--- src/rtl/pooler_if.sv ---
// Pixel stream bundle for the 2x2 max-pooling stage.
// master drives pixels, slave returns pooled results.
interface pooler_if #(
  parameter int DATA_W = 32
);
  logic              ce;
  logic [DATA_W-1:0] data_in;
  logic [DATA_W-1:0] data_out;
  logic              valid_op;
  logic              end_op;

  modport master (
    output ce, data_in,
    input  data_out, valid_op, end_op
  );

  modport slave (
    input  ce, data_in,
    output data_out, valid_op, end_op
  );
endinterface

--- src/rtl/pooler.sv ---
// Streaming 2x2 stride-2 signed max pooling over a raster pixel stream.
// One pixel per enabled clock; one result per window, 1-clock latency.
module pooler #(
  parameter int DATA_W = 32,
  parameter int IMG_W  = 12,
  parameter int IMG_H  = 12
) (
  input  logic     clk,
  input  logic     master_rst,
  pooler_if.slave  bus
);
  localparam int CW = (IMG_W > 2) ? $clog2(IMG_W) : 1;
  localparam int RW = (IMG_H > 2) ? $clog2(IMG_H) : 1;
  localparam int LD = IMG_W / 2;
  localparam int LW = (LD > 1) ? $clog2(LD) : 1;

  logic [CW-1:0] col;
  logic [RW-1:0] row;
  logic [LW-1:0] idx;
  logic          last_col;
  logic          last_row;

  logic signed [DATA_W-1:0] h;
  logic signed [DATA_W-1:0] din;
  logic signed [DATA_W-1:0] pair;
  logic signed [DATA_W-1:0] up;
  logic signed [DATA_W-1:0] win;
  logic signed [DATA_W-1:0] dout;
  logic signed [DATA_W-1:0] lb [LD];

  logic valid;
  logic fin;

  assign din      = $signed(bus.data_in);
  assign idx      = LW'(col >> 1);
  assign last_col = (col == CW'(IMG_W - 1));
  assign last_row = (row == RW'(IMG_H - 1));

  assign pair = (din > h) ? din : h;
  assign up   = lb[idx];
  assign win  = (up > pair) ? up : pair;

  always_ff @(posedge clk or negedge master_rst) begin
    if (!master_rst) begin
      col   <= '0;
      row   <= '0;
      h     <= '0;
      dout  <= '0;
      valid <= 1'b0;
      fin   <= 1'b0;
    end else begin
      valid <= 1'b0;
      fin   <= 1'b0;
      if (bus.ce) begin
        if (last_col) begin
          col <= '0;
          row <= last_row ? '0 : row + 1'b1;
        end else begin
          col <= col + 1'b1;
        end
        if (!col[0]) h <= din;
        if (col[0] && row[0]) begin
          dout  <= win;
          valid <= 1'b1;
        end
        fin <= last_col && last_row;
      end
    end
  end

  // Line buffer needs no reset: every entry is written on an even row
  // before the matching odd row reads it.
  always_ff @(posedge clk) begin
    if (bus.ce && col[0] && !row[0]) lb[idx] <= pair;
  end

  assign bus.data_out = dout;
  assign bus.valid_op = valid;
  assign bus.end_op   = fin;
endmodule

--- src/flat_wrapper.sv ---
// flat-port wrapper written by rule: the top's interface ports become plain ports
module pooler_flat 
#(
  parameter int DATA_W = 32,
  parameter int IMG_W  = 12,
  parameter int IMG_H  = 12
)
  (clk, master_rst, bus_ce, bus_data_in, bus_data_out, bus_valid_op, bus_end_op);
  pooler_if #(.DATA_W(DATA_W)) bus_i ();
  input  logic clk;
  input  logic master_rst;
  input wire logic [$bits(bus_i.ce)-1:0] bus_ce;
  input wire logic [$bits(bus_i.data_in)-1:0] bus_data_in;
  output wire logic [$bits(bus_i.data_out)-1:0] bus_data_out;
  output wire logic [$bits(bus_i.valid_op)-1:0] bus_valid_op;
  output wire logic [$bits(bus_i.end_op)-1:0] bus_end_op;
  assign bus_i.ce = bus_ce;
  assign bus_i.data_in = bus_data_in;
  assign bus_data_out = bus_i.data_out;
  assign bus_valid_op = bus_i.valid_op;
  assign bus_end_op = bus_i.end_op;
  pooler #(.DATA_W(DATA_W), .IMG_W(IMG_W), .IMG_H(IMG_H)) u_core (.clk(clk), .master_rst(master_rst), .bus(bus_i));
endmodule
--- config.mk ---
export PLATFORM = sky130hd
export DESIGN_NAME = pooler_flat
export DESIGN_NICKNAME = d
export VERILOG_FILES = /design/src/rtl/pooler_if.sv /design/src/rtl/pooler.sv /design/src/flat_wrapper.sv
export SDC_FILE = /design/constraint.sdc
export NUM_CORES = 1
export LEC_CHECK = 0
export BUFFER_PORTS_ARGS = -buffer_cell sky130_fd_sc_hd__buf_2
export CAP_MARGIN = 20
export CORE_ASPECT_RATIO = 0.9
export CORE_MARGIN = 8
export CORE_UTILIZATION = 35
export CTS_BUF_LIST = sky130_fd_sc_hd__clkbuf_8
export DETAILED_ROUTE_END_ITERATION = 10
export PLACE_DENSITY = 0.58
export SLEW_MARGIN = 20
export SYNTH_ARGS = -nofsm -noshare
export SYNTH_HDL_FRONTEND = slang
export SYNTH_SLANG_ARGS = --single-unit
--- constraint.sdc ---
create_clock -name clk -period 15.07 [get_ports clk]
set_input_delay 0.7535 -clock clk [delete_from_list [all_inputs] [get_ports clk]]
set_output_delay 0.7535 -clock clk [all_outputs]
set_load 0.05 [all_outputs]
==> qor.yml, run 1 <==
status: "completed"
grt_use_total_pct: 14.66
path_buf_inv: 2
clkTransAtPathRegs_ps: 70
placed_area_um2: 13720
synth_common_cells: "edfxtp_1, nand2_1, dfrtp_1"
finalHoldViolations: 0
finalCriticalPeriod_ps: 6889
leakagePower_uw: 0.005616
synthDistinctLibCells: 53
max-vdd-ir-drop_v: 0.0001178
fmax_mhz: 145.2
r2r-start: "u_core.h[14]"
p_total_uw: 3111
synth_nets: 1043
fin_util_pct: 40.03
overflow: 0
ff2ff_setup_slack_ps: 8180
max_stage_delay_ps: 960
antenna_found_initial: 0
row_count: 66
die_y_um: 198.1
synth_top_area_share_pct: 44.69
synthMostInstantiatedCell: "edfxtp_1"
stdcell_area_um2: 14510
fin_crit_sh_pct: 45.71
fin_nets: 1117
die-area_um2: 43270
path_cells: "inv_1 > ha_1 > a21oi_1 > nand2_1 > a211o_1 > o32ai_1 > a211o_4 > mux2_4 > inv_2 > ha_1 > nand4_1 > nor4_1 > nand2_1 > a31oi_1 > o211a_2 > or3_2 > o211ai_1"
crit_start: "u_core.h[14]"
cpMaxStageDelayCell: "or3_2"
crit_end: "u_core.bus.data_out[31]"
final.setup.worst_slack_ps: 8181
syn_area_um2: 12900
synth-seq-cells: 266
worstRegToRegCells: 17
postCtsSetupBuffers: 0
route.detailed.drc: 0
layout-area-overhead-vs-synth_pct: 12.47
cts-root-buf: "clkbuf_8"
reg2reg_to: "u_core.bus.data_out[31]"
cts_tree: "done"
drive_gt1_share_pct: 25.33
grt_pass1_vias: 8111
finClkSkew_ps: 18.56
clock-sinks: 266
drt_iter0_drc: 636
worstMarginPinSlew_ps: 1104
syn_inst: 942
avgSynthCellArea_um2: 13.70
hold_class: "in -> async"
rsz0062_at_grt: "no"
required_ps: 15460
post_cts_resized: 0
cts.hold.buffers_added: 0
grt_pass1_wl_um: 49270
core_area_um2: 36250
synth_edf_count: 192
max_cap_violations: 0
ys.warnings.count: 0
place_ws_ps: 7896
critPathKind: "reg -> reg"
ys_top_cells_by_area: "edfxtp_1, dfrtp_1, ha_1"
crit_cells: 17
cts_buffers: 42
htree_num_levels: 2
finalSetupViolCount: 0
yosysSeqAreaShare_pct: 59.04
clk_latency_ps: 560
synthFlopType: "edfxtp_1"
clock_path_buffers: 3
crit_path_start_kind: "flip-flop"
slew_headroom_pct: 26.37
antennaDiodeCount: 0
arrival_ps: 7280
die_w_um: 218.4
slew_viol_final: 0
initial_core_util_pct: 35.59
drt_wl_total_um: 31690
hpwl_um: 20100
cp_top_family: "compound AO/OA/AOI/OAI gates"
postSynth.asyncResetShare_pct: 27.82
viasPerCell: 5.237
vias: 7970
finalSetupTns_ps: 0
synth_largest_area_cell: "edfxtp_1"
ioPinCount: 69
crit_path_end_kind: "flip-flop"
first_pass_iters: 5
power_density_nw_per_um2: 214.4
gp_congestion: 0.7906
cp_max_fo: 33
numPortBuffers: 68
postRouteAntennaNets: 0
grt_max_degree: 75
wl_per_cell_um: 20.82
cell type report:
class                           count  area (um2)
Fill cell                        3409       21740
Sequential cell                   266        7620
Multi-Input combinational cell    553        4797
Clock buffer                       44       605.6
Tap cell                          476       595.6
Timing Repair Buffer               83       459.2
Inverter                           70       262.8
Clock inverter                     30       171.4
registers in the layout (all words and copies together) (netlist names):
signal               flops
u_core.lb              192
u_core.bus.data_out     32
u_core.h                32
u_core.col               4
u_core.row               4
u_core.bus.end_op        1
u_core.bus.valid_op      1
where the power goes:
| group | switching (uW) | leakage [uW] | internal (uW) |
|---|---|---|---|
| Sequential | 89.0 | 0.00267 | 981 |
| Combinational | 947 | 0.00249 | 503 |
| Clock | 287 | 0.000456 | 304 |
| Total | 1320 | 0.00562 | 1790 |
routing by layer:
metal	routed length [um]	vias to the layer above	global-route usage, %
met1	14730	3991	20.25
met3	1727	29	3.036
met4	348	0	3.605
met2	14880	212	23.30
li1	-	3738	-
met5	0	-	0
cell families (layout without fill, tap and decap cells):
family | Yosys count | count (layout) | share of synthesized area [%]
flops | 266 | 266 | 59.04
simple gates | 169 | 169 | 5.964
fa+ha+maj | 66 | 66 | 6.400
buf+inv | 123 | 227 | 4.209
mux | 88 | 88 | 11.07
xor+xnor | 1 | 1 | 0.06789
compound gates | 229 | 229 | 13.25
cells in the final DEF, fill, tap and decap left out, drive strengths merged, types with 2 or more instances in the layout:
cell and instances:
a211o 2, a211oi 2, a21o 6, a21oi 30, a221oi 2, a22o 4, a22oi 40, a31oi 3
and2 2, and3 3, buf 83, bufinv 2, clkbuf 44, clkinv 11, dfrtp 74, edfxtp 192
ha 66, inv 86, mux2 45, mux2i 33, mux4 10, nand2 108, nand3 4, nand4 13
nor2 17, nor2b 5, nor3 4, nor3b 3, nor4 3, o211a 2, o211ai 65, o21a 2
o21ai 50, o221ai 19, or3 2
metrics by stage:
| stage | std cells | hold WS (ps) |
|---|---|---|
| after floorplan | 942 | 457.9 |
| final | 1522 | 251.6 |
| after CTS | 1522 | 403.8 |
| after global placement | 1448 | 503.1 |
| after global routing | 1522 | 287.1 |
| after detailed placement | 1448 | 490.0 |
worst min path at each step:
| stage | from | slack, ps | end | cells after the start |
|---|---|---|---|---|
| after floorplan | master_rst | 460 | u_core.bus.data_out[0] | 0 |
| after global placement | u_core.bus.data_out[26] | 500 | u_core.bus.data_out[26] | 2 |
| after detailed placement | u_core.bus.data_out[6] | 490 | u_core.bus.data_out[6] | 2 |
| after CTS | master_rst | 400 | u_core.h[18] | 1 |
| after global routing | master_rst | 290 | u_core.bus.data_out[17] | 1 |
| final | master_rst | 250 | u_core.h[27] | 1 |
Power figures use the tool's default switching activity.
==> run 2, diff against run 1 <==
--- a/config.mk
+++ b/config.mk
@@ -12,7 +12,7 @@
 export CORE_UTILIZATION = 35
 export CTS_BUF_LIST = sky130_fd_sc_hd__clkbuf_8
 export DETAILED_ROUTE_END_ITERATION = 10
-export PLACE_DENSITY = 0.58
+export PLACE_DENSITY = 0.59
 export SLEW_MARGIN = 20
 export SYNTH_ARGS = -nofsm -noshare
 export SYNTH_HDL_FRONTEND = slang
==> constraint.sdc (replaced) <==
create_clock -name clk -period 6.2 [get_ports clk]
set_input_delay 0.31 -clock clk [delete_from_list [all_inputs] [get_ports clk]]
set_output_delay 0.31 -clock clk [all_outputs]
set_load 0.05 [all_outputs]
==> qor.yml, run 2 (synthesis gave the netlist of run 1 again) <==
antenna_found_initial: 0  # unchanged
power_density_nw_per_um2: 512.1  # +140%
cts-root-buf: "clkbuf_8"
max-vdd-ir-drop_v: 0.0002838  # +140%
layout.cells.non_filler: 1539  # +1.1%
finalCriticalPeriod_ps: 5842  # -1047 ps
grt_pass1_wl_um: 48380  # -1.8%
cp_max_fo: 32  # -3.0%
clkTransAtPathRegs_ps: 60  # about the same
post_cts_resized: 0  # unchanged
first_pass_iters: 4  # -1
largest_reg_flops: 192  # unchanged
layout-area-overhead-vs-synth_pct: 13.54
cpMaxStageDelayCell: "or3_2"
hold_class: "in -> reg"
crit_path_end_kind: "flip-flop"
status: "completed"
vias: 7960  # -0.13%
gp_congestion: 0.8199  # +3.7%
fin_nets: 1136  # +1.7%
route.detailed.drc: 0  # unchanged
arrival_ps: 6300  # -980 ps
max_stage_delay_ps: 890  # -70 ps
cts_tree: "done"
most-common-layout-cells: "edfxtp_1, nand2_1, inv_1"
die-area_um2: 43270  # unchanged
fin_crit_sh_pct: 94.23  # +49 points
required_ps: 6650  # -8810 ps
hpwl_um: 20170  # +0.35%
path_cells: "inv_1 > ha_1 > nand4_1 > or3_4 > o22ai_1 > o32ai_1 > a211o_4 > mux2_4 > inv_2 > ha_1 > nand4_1 > nor4_1 > buf_4 > nand2_1 > a31oi_1 > nor3_2 > or3_2 > o211ai_1"
numPortBuffers: 68  # unchanged
die_y_um: 198.1  # unchanged
clock-sinks: 266  # unchanged
path_buf_inv: 3  # +1
finalHoldViolations: 0  # unchanged
initial_core_util_pct: 35.59  # unchanged
grt_pass1_vias: 8237  # +1.6%
antennaDiodeCount: 0  # unchanged
finalSetupTns_ps: 0  # unchanged
drt_wl_total_um: 30600  # -3.4%
clk_latency_ps: 560  # about the same
crit_path_start_kind: "flip-flop"
fmax_mhz: 171.2  # +18%
row_count: 66  # unchanged
worstMarginPinSlew_ps: 1019  # -84.95 ps
htree_num_levels: 2  # unchanged
ff2ff_setup_slack_ps: 360  # -7820 ps
wl_per_cell_um: 19.88  # -4.5%
postRouteAntennaNets: 0  # unchanged
fin_util_pct: 40.41  # +0.38 points
final_common_cell: "edfxtp_1"
grt_max_degree: 72  # -4.0%
drt_iter0_drc: 667  # +4.9%
slew_headroom_pct: 31.62  # +5.2 points
core_area_um2: 36250  # unchanged
die_w_um: 218.4  # unchanged
rsz0062_at_grt: "no"
critPathKind: "reg -> reg"
leakagePower_uw: 0.005690  # +1.3%
max_cap_violations: 0  # unchanged
slew_viol_final: 0  # unchanged
fillCellCount: 3375  # -1.0%
cts_buffers: 42  # unchanged
drive_gt1_share_pct: 25.68  # +0.35 points
cp_top_family: "simple AND/OR/NAND/NOR gates"
overflow: 0  # unchanged
finClkSkew_ps: 22.62  # +4.054 ps
placed_cells: 1454  # +0.41%
finalSetupViolCount: 0  # unchanged
grt_use_total_pct: 14.30  # -0.36 points
clock_path_buffers: 3  # unchanged
viasPerCell: 5.172  # -1.2%
top_register: "u_core.lb"
ioPinCount: 69  # unchanged
-- run 2: final timing paths --
| path | startpoint | end | cells after the start |
|---|---|---|---|
| worst min-delay path | bus_data_in[14] | u_core.h[14] | 3 |
| worst max register to register | u_core.h[14] | u_core.bus.data_out[0] | 18 |
| worst max-delay path | u_core.h[14] | u_core.bus.data_out[0] | 18 |
| worst min register to register | u_core.bus.data_out[24] | u_core.bus.data_out[24] | 2 |
| max in group asynchronous | master_rst | u_core.col[1] | 3 |
| min in group asynchronous | master_rst | u_core.h[26] | 2 |
-- run 2: area by class of cell --
class / count / area (um2) / share of cell area [%]
Inverter: 70 / 262.8 / 1.794
Sequential cell: 266 / 7620 / 52.02
Timing Repair Buffer: 102 / 646.9 / 4.416
Tap cell: 476 / 595.6 / 4.066
Multi-Input combinational cell: 553 / 4788 / 32.69
Clock buffer: 45 / 619.3 / 4.228
Clock inverter: 27 / 116.4 / 0.7943
-- run 2: tightest hold or removal path, delay by kind of cell --
| kind | cells | cell delay (ps) |
|---|---|---|
| buffers and inverters | 1 | 120 |
| AND/OR/NAND/NOR | 1 | 50 |
| AO/OA/AOI/OAI | 1 | 70 |
-- run 2: metal layers --
| layer | share of wire (%) | GRT usage (%) |
|---|---|---|
| met1 | 46 | 19.43 |
| met2 | 47 | 23.06 |
| met3 | 4.8 | 2.685 |
| met4 | 2.0 | 4.152 |
| met5 | 0 | 0 |
-- run 2: where the power goes --
group / leakage [uW] / internal [uW] / total (uW) / switching, uW
Sequential: 0.00267 / 2380 / 2590 / 206
Clock: 0.000445 / 669 / 1350 / 683
Combinational: 0.00258 / 1270 / 3560 / 2290
Total: 0.00569 / 4320 / 7500 / 3180
-- run 2: repair_timing --
item | CTS | global route
hold endpoints to repair | 15 | 0
hold buffers | 13 | 0
setup buffers | 0 | 0
-- run 2: metrics by stage --
stage               hold WS, ps  power [uW]  instance area (um2)  worst slack, ps
global placement          106.3        6130                13780            441.2
floorplan                 14.41        5210                12900            901.0
detailed placement        108.0        6183                13780            483.5
finish                    30.85        7502                14650            357.8
global route              20.15        7993                14650            87.99
CTS                      0.3821        7570                14650            434.1
